`config.mk`:
```
export PLATFORM = sky130hd
export DESIGN_NAME = mult_seq_control
export DESIGN_NICKNAME = d
export VERILOG_FILES = /design/src/rtl/mult_seq_pkg.sv /design/src/rtl/mult_seq_control_iter_counter.sv /design/src/rtl/mult_seq_control.sv
export SDC_FILE = /design/constraint.sdc
export NUM_CORES = 1
export LEC_CHECK = 0
export ABC_AREA = 1
export CAP_MARGIN = 0
export CORE_AREA = 2 2 39 41
export CTS_CLUSTER_SIZE = 28
export DETAILED_ROUTE_END_ITERATION = 12
export DIE_AREA = 0 0 41 43
export GPL_TIMING_DRIVEN = 0
export MAX_ROUTING_LAYER = met4
export PLACE_DENSITY = 0.63
export SLEW_MARGIN = 20
export SYNTH_ARGS = -nofsm -noshare
export SYNTH_HDL_FRONTEND = slang
export SYNTH_SLANG_ARGS = --single-unit
```
`constraint.sdc`:
```
create_clock -name clk -period 1.55 [get_ports clk]
set_input_delay 0.155 -clock clk [delete_from_list [all_inputs] [get_ports clk]]
set_output_delay 0.155 -clock clk [all_outputs]
set_load 0.005 [all_outputs]
```
`src/rtl/mult_seq_pkg.sv`:
```
`default_nettype none
// ============================================================================
// Module      : mult_seq_pkg
// Description : Shared types and constants for the sequential Booth multiplier
//               controller: FSM state encoding, Booth decode patterns and the
//               iteration-counter width helper.
// Revision    : 1.0 - initial release
// ============================================================================
package mult_seq_pkg;

  // Controller states, explicitly 3 bits wide
  typedef enum logic [2:0] {
    IDLE  = 3'd0,
    LOAD  = 3'd1,
    EVAL  = 3'd2,
    SHIFT = 3'd3,
    DONE  = 3'd4
  } state_t;

  // Booth decode of {q0, q_minus1}
  localparam logic [1:0] BOOTH_ADD = 2'b01;
  localparam logic [1:0] BOOTH_SUB = 2'b10;

  // Width of a counter spanning 0..n-1; never narrower than one bit
  function automatic int cnt_width(input int n);
    return (n > 1) ? $clog2(n) : 1;
  endfunction

endpackage : mult_seq_pkg
`default_nettype wire

```
`src/rtl/mult_seq_control_iter_counter.sv`:
```
`default_nettype none
// ============================================================================
// Module      : iter_counter
// Description : Booth iteration counter. Cleared at operand load, stepped once
//               per shift, flags the last iteration (count == N-1). The count
//               holds at N-1 rather than wrapping.
// Revision    : 1.0 - initial release
// ============================================================================
module iter_counter
  import mult_seq_pkg::*;
#(
  parameter int N = 32
) (
  input  logic clk,
  input  logic reset,
  input  logic clear,
  input  logic inc,
  output logic terminal
);

  localparam int CNT_W = cnt_width(N);
  localparam logic [CNT_W-1:0] C_LAST = CNT_W'(N - 1);

  logic [CNT_W-1:0] r_count;
  logic             w_last;

  assign w_last   = (r_count == C_LAST);
  assign terminal = w_last;

  // Count register: cleared by reset or clear, saturates at the last iteration
  always_ff @(posedge clk) begin
    if (reset || clear) begin
      r_count <= '0;
    end else if (inc && !w_last) begin
      r_count <= r_count + 1'b1;
    end
  end

endmodule : iter_counter
`default_nettype wire

```
`src/rtl/mult_seq_control.sv`:
```
`default_nettype none
// ============================================================================
// Module      : mult_seq_control
// Description : Control FSM for a radix-2 Booth sequential multiplier. Drives
//               the load / clear / accumulate / shift enables of a 2*N+1 bit
//               datapath register (accumulator, multiplier, guard bit) over
//               N evaluate/shift iterations and pulses done when the product
//               is valid.
//               Optional feature macro: MULT_SEQ_ABORT_EN adds an abort input
//               that cancels a running multiply.
// Revision    : 1.0 - initial release
// ============================================================================
module mult_seq_control
  import mult_seq_pkg::*;
#(
  parameter int N = 32
) (
  input  logic clk,
  input  logic reset,
  input  logic start,
  input  logic q0,
  input  logic q_minus1,
`ifdef MULT_SEQ_ABORT_EN
  input  logic abort,
`endif
  output logic load_en,
  output logic sync_clear,
  output logic acc_en,
  output logic alu_sub,
  output logic shift_en,
  output logic busy,
  output logic done
);

  // The controlled datapath register is 2*N+1 bits wide; this block only
  // sequences it and never touches the data itself.

  state_t r_state;
  state_t w_next;
  logic   w_cnt_clear;
  logic   w_cnt_inc;
  logic   w_cnt_last;

  // Counter is cleared while loading operands and stepped once per shift
  assign w_cnt_clear = (r_state == LOAD);
  assign w_cnt_inc   = (r_state == SHIFT);

  iter_counter #(
    .N (N)
  ) u_iter_counter (
    .clk      (clk),
    .reset    (reset),
    .clear    (w_cnt_clear),
    .inc      (w_cnt_inc),
    .terminal (w_cnt_last)
  );

  // State register; reset wins over every other transition
  always_ff @(posedge clk) begin
    if (reset) begin
      r_state <= IDLE;
    end else begin
      r_state <= w_next;
    end
  end

  // Next-state and output decode; only the Booth enables look at the inputs
  always_comb begin
    w_next     = r_state;
    load_en    = 1'b0;
    sync_clear = 1'b0;
    acc_en     = 1'b0;
    alu_sub    = 1'b0;
    shift_en   = 1'b0;
    busy       = (r_state != IDLE);
    done       = 1'b0;

    unique case (r_state)
      IDLE: begin
        if (start) begin
          w_next = LOAD;
        end
      end
      LOAD: begin
        load_en    = 1'b1;
        sync_clear = 1'b1;
        w_next     = EVAL;
      end
      EVAL: begin
        unique case ({q0, q_minus1})
          BOOTH_SUB: begin
            acc_en  = 1'b1;
            alu_sub = 1'b1;
          end
          BOOTH_ADD: begin
            acc_en  = 1'b1;
          end
          default: begin
            acc_en  = 1'b0;
          end
        endcase
        w_next = SHIFT;
      end
      SHIFT: begin
        shift_en = 1'b1;
        w_next   = w_cnt_last ? DONE : EVAL;
      end
      DONE: begin
        // start is deliberately not looked at here so it cannot be queued
        done   = 1'b1;
        w_next = IDLE;
      end
      default: begin
        w_next = IDLE;
      end
    endcase

`ifdef MULT_SEQ_ABORT_EN
    // Abort cancels a running operation: clear the datapath, drop to IDLE
    // and make sure no completion pulse escapes in the same cycle.
    if (abort && (r_state != IDLE)) begin
      sync_clear = 1'b1;
      done       = 1'b0;
      w_next     = IDLE;
    end
`endif
  end

endmodule : mult_seq_control
`default_nettype wire

```
# [After elaboration in Yosys (flattened, before gate mapping)]
# Cells that the tools add are included.
# Widths: inputs -> output; s select.
[op_classes] n_mux=10 n_reduce_logical=6 div=0 add_sub_neg=1 mul=0 magnitude_cmp=0 eq_ne=8 n_shift=0 n_bitwise=0
[op_table] operator="$pmux 3 s4" count=1
[op_table] operator="$mux 1" count=7
[op_table] operator="$eq 3x2->1 const B" count=2
[op_table] operator="$mux 3" count=2
[op_table] operator="$add 5x1->5 const B" count=1
[op_table] operator="$eq 5x5->1 const B" count=1
[op_table] operator="$eq 3x1->1 const B" count=1
[op_table] operator="$eq 3x3->1 const B" count=1
[op_table] operator="$logic_not 3->1" count=1
[op_table] operator="$reduce_bool 3->1" count=1
[op_table] operator="$eq 2x1->1 const B" count=1
[op_table] operator="$eq 2x2->1 const B" count=1
[op_table] operator="$ne 2x2->1 const B" count=1
[op_table] operator="$reduce_or 2->1" count=1
[op_table] operator="$logic_and 1x1->1" count=1
[op_table] operator="$logic_not 1->1" count=1
[op_table] operator="$logic_or 1x1->1" count=1
[word_totals] regBits=8 wordCells=27 mem_count=0 mem_bits_ro=0 latchBits=0 ramBits=0

# [Logic depth before layout (Yosys ltp)]
# Gate-level depths: netlist (run 1).
[logic_depth] ltp_word=4 mapped_depth=8 ltp_nobuf=8

# [Hierarchy]
# Synthesis (run 1) repeated with hierarchy kept, for this count alone.
[unflattened] hier_cells=62 area_unflattened_um2=431.7
[modules_own_cells] mod="iter_counter" cells_each=34 n_inst=1 area_each_um2=250.2
[modules_own_cells] mod="mult_seq_control" cells_each=28 n_inst=1 area_each_um2=181.4

# [Worst setup path before layout (run 1)]
# Ideal clock, no wire load.
[synth_timing] kind="register to register" start="reg u_iter_counter.r_count[0]" end="reg u_iter_counter.r_count[2]" stages_incl_launch_ff=9 period_less_slack_ps=1296 arrival_time_ps=1230 setup_slack_ps=254 setup_time_ps=66 path_buffers=0 path_cell_list="dfxtp_1 > ha_1 > nand2_1 > nor2_1 > ha_1 > inv_1 > nand2_2 > nand2_1 > a21oi_2"
[synth_between] elab_chain_cells=3
[synth_rtl] element="start: declaration" line="mult_seq_control_iter_counter.sv:24" text="logic [CNT_W-1:0] r_count;"
[synth_rtl] element="start signal: assignment" line="mult_seq_control_iter_counter.sv:35" text="r_count <= r_count + 1'b1;"
[synth_rtl] element="branches (longest 3 deep; another with $add 5x1->5)"
# Several ways; the timed one is not identified.
# A chain may end at the register's enable or synchronous reset.

# [Final worst setup path (run 1)]
[layout_timing] start="reg r_state[0]" end="out acc_en"
[layout_between] elab_chain_cells=2
[layout_rtl] element="start: declaration" line="mult_seq_control.sv:38" text="state_t r_state;"
[layout_rtl] element="start signal: assignment" line="mult_seq_control.sv:63" text="r_state <= w_next;"
[layout_rtl] element="$eq 3x2->1" line="mult_seq_control.sv:78" text="unique case (r_state)"
[layout_rtl] element="$mux 1" line="mult_seq_control.sv:78"
[layout_rtl] element="end: declaration" line="mult_seq_control.sv:28" text="output logic acc_en,"
# Every way passes these cells.

==> results of run 1 <==
==> timing repair <==
item	4_1_cts	5_1_grt
buffers inserted	2	0
pin swaps	2	0
gates resized for setup	13	9
endpoints found under the setup margin	5	10
==> worst reg2reg max path, delay by kind of cell, from the launching register on <==
kind / cells / cell delay [ps]
and+or+nand+nor: 4 / 370
adders and majority gates: 2 / 420
buffers and inverters: 1 / 60
DFF: 1 / 360
AOI/OAI and AO/OA: 1 / 120
==> cell type report <==
type	count	area, um2	share of cell area [%]
well taps	16	20.0	3.06
flip-flops and latches	8	170	26.0
repair buffers	13	120	18.4
multi-input cells	43	280	42.8
clock buffers	3	22.5	3.44
inverters	11	41.3	6.31
==> per-stage QoR <==
stage / hold slack, ps / setup TNS (ps) / setup WS [ps] / area [um2] / utilization [%]
final: 481 / 0 / 145 / 654 / 47.3
after global routing: 512 / 0 / 37.3 / 654 / 47.3
after CTS: 481 / 0 / 8.43 / 651 / 47.0
after detailed placement: 473 / -161 / -161 / 598 / 43.2
after global placement: 469 / -109 / -109 / 598 / 43.2
after floorplan: 224 / 0 / 254 / 468 / -
==> cells in the final DEF (no fill, tap or decap), types with 3 or more instances in the layout <==
master | synthesis | layout
clkdlybuf4s50_1 | 0 | 4
dfxtp_1 | 8 | 4
nor2_4 | 1 | 3
nor2_1 | 6 | 5
dlymetal6s2s_1 | 0 | 3
clkbuf_4 | 0 | 3
a21oi_2 | 5 | 5
inv_2 | 3 | 3
inv_1 | 8 | 8
nand2_1 | 15 | 15
==> power groups by stage <==
stage / logic (W) / registers, W / clock network (W)
3_5_place_dp: 0.0000867 / 0.000226 / 0
6_report: 0.0000943 / 0.000221 / 0.000154
5_1_grt: 0.000104 / 0.000222 / 0.000171
3_3_place_gp: 0.0000851 / 0.000225 / 0
2_1_floorplan: 0.0000452 / 0.000224 / 0
4_1_cts: 0.0000986 / 0.000221 / 0.000161
==> cells by family after synthesis <==
logic type | count (synthesis) | share of synthesized area, %
AOI/OAI and AO/OA | 7 | 11.5
xor gates and xnor gates | 1 | 1.87
adders and majority gates | 3 | 8.02
buffers and inverters | 12 | 10.4
DFF | 8 | 34.2
and+or+nand+nor | 32 | 34.0
==> routing by layer <==
metal	track usage [%]	part of all wire, %	vias up
met5	-	0	-
met4	4.00	1.2	0
met3	4.19	8.9	2
met2	19.1	50	14
met1	11.5	40	183
li1	-	-	227
==> flip-flops by register name, indices dropped and copies added, names as in the netlist <==
| signal | count |
|---|---|
| u_iter_counter.r_count | 5 |
| r_state | 3 |
==> worst max-delay path by stage <==
stage                                    from                        end  slack [ps]  depth (start not counted)
floorplan           u_iter_counter.r_count[0]  u_iter_counter.r_count[2]         250                          8
global placement                     q_minus1                     acc_en        -110                          5
detailed placement                   q_minus1                     acc_en        -160                          5
CTS                                r_state[0]                     acc_en           8                          7
global route        u_iter_counter.r_count[1]  u_iter_counter.r_count[1]          40                          8
finish                             r_state[0]                     acc_en         140                          7
==> impl_metrics.py, run 1 <==
metrics = {
    "critical_path": {
        "r2r_cells": 8,
        "cp-start-kind": "register",
        "cpLargestDelayFamily": "buffers and inverters",
        "cp-end-kind": "output pin",
        "cp_num_buf_inv": 4,
        "reg2reg_to": "u_iter_counter.r_count[0]",
        "worstPathCellList": "buf_4, nor2_4, inv_2, nor2_4, inv_2, nor2_1, clkbuf_2",
        "cp_data_required_time_ps": 1390,
        "r2r_start": "u_iter_counter.r_count[1]",
        "critPathMaxFanout": 4,
        "arrival_ps": 1250,
        "crit_type": "reg -> out",
        "cp_slowest_stage_delay_ps": 340,
        "ff2ff_setup_slack_ps": 150,
        "slowest_stage": "dfxtp_4",
    },
    "synth": {
        "synth_ff_type": "dfxtp_1",
        "yosysMostFrequentCell": "nand2_1",
        "yosysTopAreaCellShare_pct": 34.2,
        "synth_seq_area_share_pct": 34.2,
        "synth_cell_types": 20,
        "synth_top_cell_by_area": "dfxtp_1",
        "ys_ff_latch": 8,
        "synth.avg_cell_area_um2": 7.43,
        "netlist_instances": 63,
        "yosysWarnings": 0,
        "synth_common_cells": "nand2_1, dfxtp_1, inv_1, nor2_1, a21oi_2",
        "async_flop_share_pct": 0,
        "netlist_area_um2": 468,
        "yosys-top-cells-area": "dfxtp_1, nand2_1, a21oi_2",
        "synth_edf_count": 0,
        "syn_nets": 71,
    },
    "status": {
        "status": "complete, no violations",
    },
    "clock_tree": {
        "cts.sinks": 8,
        "cts_buffers": 3,
        "path_clk_slew_ps": 50,
        "cts-htree-levels": 1,
        "ctsHoldBuffers": 0,
        "cts-root-buf": "clkbuf_4",
        "clock_path_buffers": 2,
        "clk_latency_ps": 250,
        "cts_tree": "yes",
    },
    "timing": {
        "period_needed_ps": 1410,
        "clock.fmax_mhz": 712,
        "max-slew-margin-rel_pct": 87.7,
        "setup_violations": 0,
        "drv_slew": 0,
        "finalCritPeriodShare_pct": 90.7,
        "fin_skew_ps": 3.32,
        "finalHoldViolations": 0,
        "rsz0062_at_grt": "no",
        "worst-slew-pin-transition_ps": 185,
    },
    "die": {
        "coreArea_mm2": 0.00138,
        "std_cell_rows": 14,
        "io_pins": 12,
        "initial_utilization_pct": 33.8,
        "die_x_um": 41,
        "fp.dieArea_mm2": 0.00176,
        "die_h_um": 43,
    },
    "power": {
        "powerDensity_mw_per_mm2": 717,
        "pwr-share-comb_pct": 20.1,
        "fin_total_pwr_w": 0.000469,
        "pwr-share-seq_pct": 47.1,
        "switching_share_pct": 25.2,
        "peakVddDrop_v": 0.000310,
        "p_switching_w": 0.000118,
        "p_int_w": 0.000351,
        "clkPwrFrac_pct": 32.8,
        "leakage_nw": 0.302,
    },
    "placed_design": {
        "routabilityCongestion": 0.704,
        "io_buffer_count": 11,
        "place_hpwl_um": 698,
        "dp_cells": 90,
    },
    "grt": {
        "grt_remaining_overflow": 0,
        "grt_max_degree": 7,
        "antenna_found_initial": 0,
        "track_usage_pct": 11.4,
        "grt_pass1_wl_um": 1370,
        "grt_pass1_vias": 393,
    },
    "route": {
        "remaining_drc_errors": 0,
        "ant_nets": 0,
        "dr.pass1.iters": 2,
        "wl_per_cell_um": 9.46,
        "drt_iter0_markers": 3,
        "post_drt_via_cell_ratio": 4.53,
        "routed_wl_um": 889,
        "num_vias": 426,
    },
    "cells_and_area": {
        "fin_nets": 88,
        "fillers": 137,
        "n_antenna_cell": 0,
        "drive_above_1_share_pct": 35.9,
        "finalNonFillerCells": 94,
        "syn_to_final_growth_pct": 39.8,
    },
    "job": {
        "drv_cap": 0,
    },
    "worst_hold_path": {
        "hold_class": "reg -> reg",
        "whs_endpoint": "u_iter_counter.r_count[4]",
        "worstHoldStart": "u_iter_counter.r_count[4]",
        "whs_path_depth": 2,
    },
}
No activity file was read; power rests on OpenSTA's default activity.
==> run 2: changes to the inputs <==
--- a/config.mk
+++ b/config.mk
@@ -6,6 +6,7 @@
 export NUM_CORES = 1
 export LEC_CHECK = 0
 export ABC_AREA = 1
+export ABC_CLOCK_PERIOD_IN_PS = 1550
 export CAP_MARGIN = 0
 export CORE_AREA = 2 2 39 41
 export CTS_CLUSTER_SIZE = 28
==> results of run 2 <==
Same layout as run 1: the final DEF is identical, and so are final timing and power.
==> run 3: changes to the inputs <==
--- a/config.mk
+++ b/config.mk
@@ -7,13 +7,12 @@
 export LEC_CHECK = 0
 export ABC_AREA = 1
 export ABC_CLOCK_PERIOD_IN_PS = 1550
-export CAP_MARGIN = 0
+export CAP_MARGIN = 25
 export CORE_AREA = 2 2 39 41
 export CTS_CLUSTER_SIZE = 28
 export DETAILED_ROUTE_END_ITERATION = 12
 export DIE_AREA = 0 0 41 43
 export GPL_TIMING_DRIVEN = 0
-export MAX_ROUTING_LAYER = met4
 export PLACE_DENSITY = 0.63
 export SLEW_MARGIN = 20
 export SYNTH_ARGS = -nofsm -noshare
==> results of run 3 <==
Same layout as run 1: the final DEF is identical, and so are final timing and power.
Main changes from that run: final weighted congestion in routability-driven placement 0.704 -> 0.696; overall routing resource usage 11.4% -> 11.1%
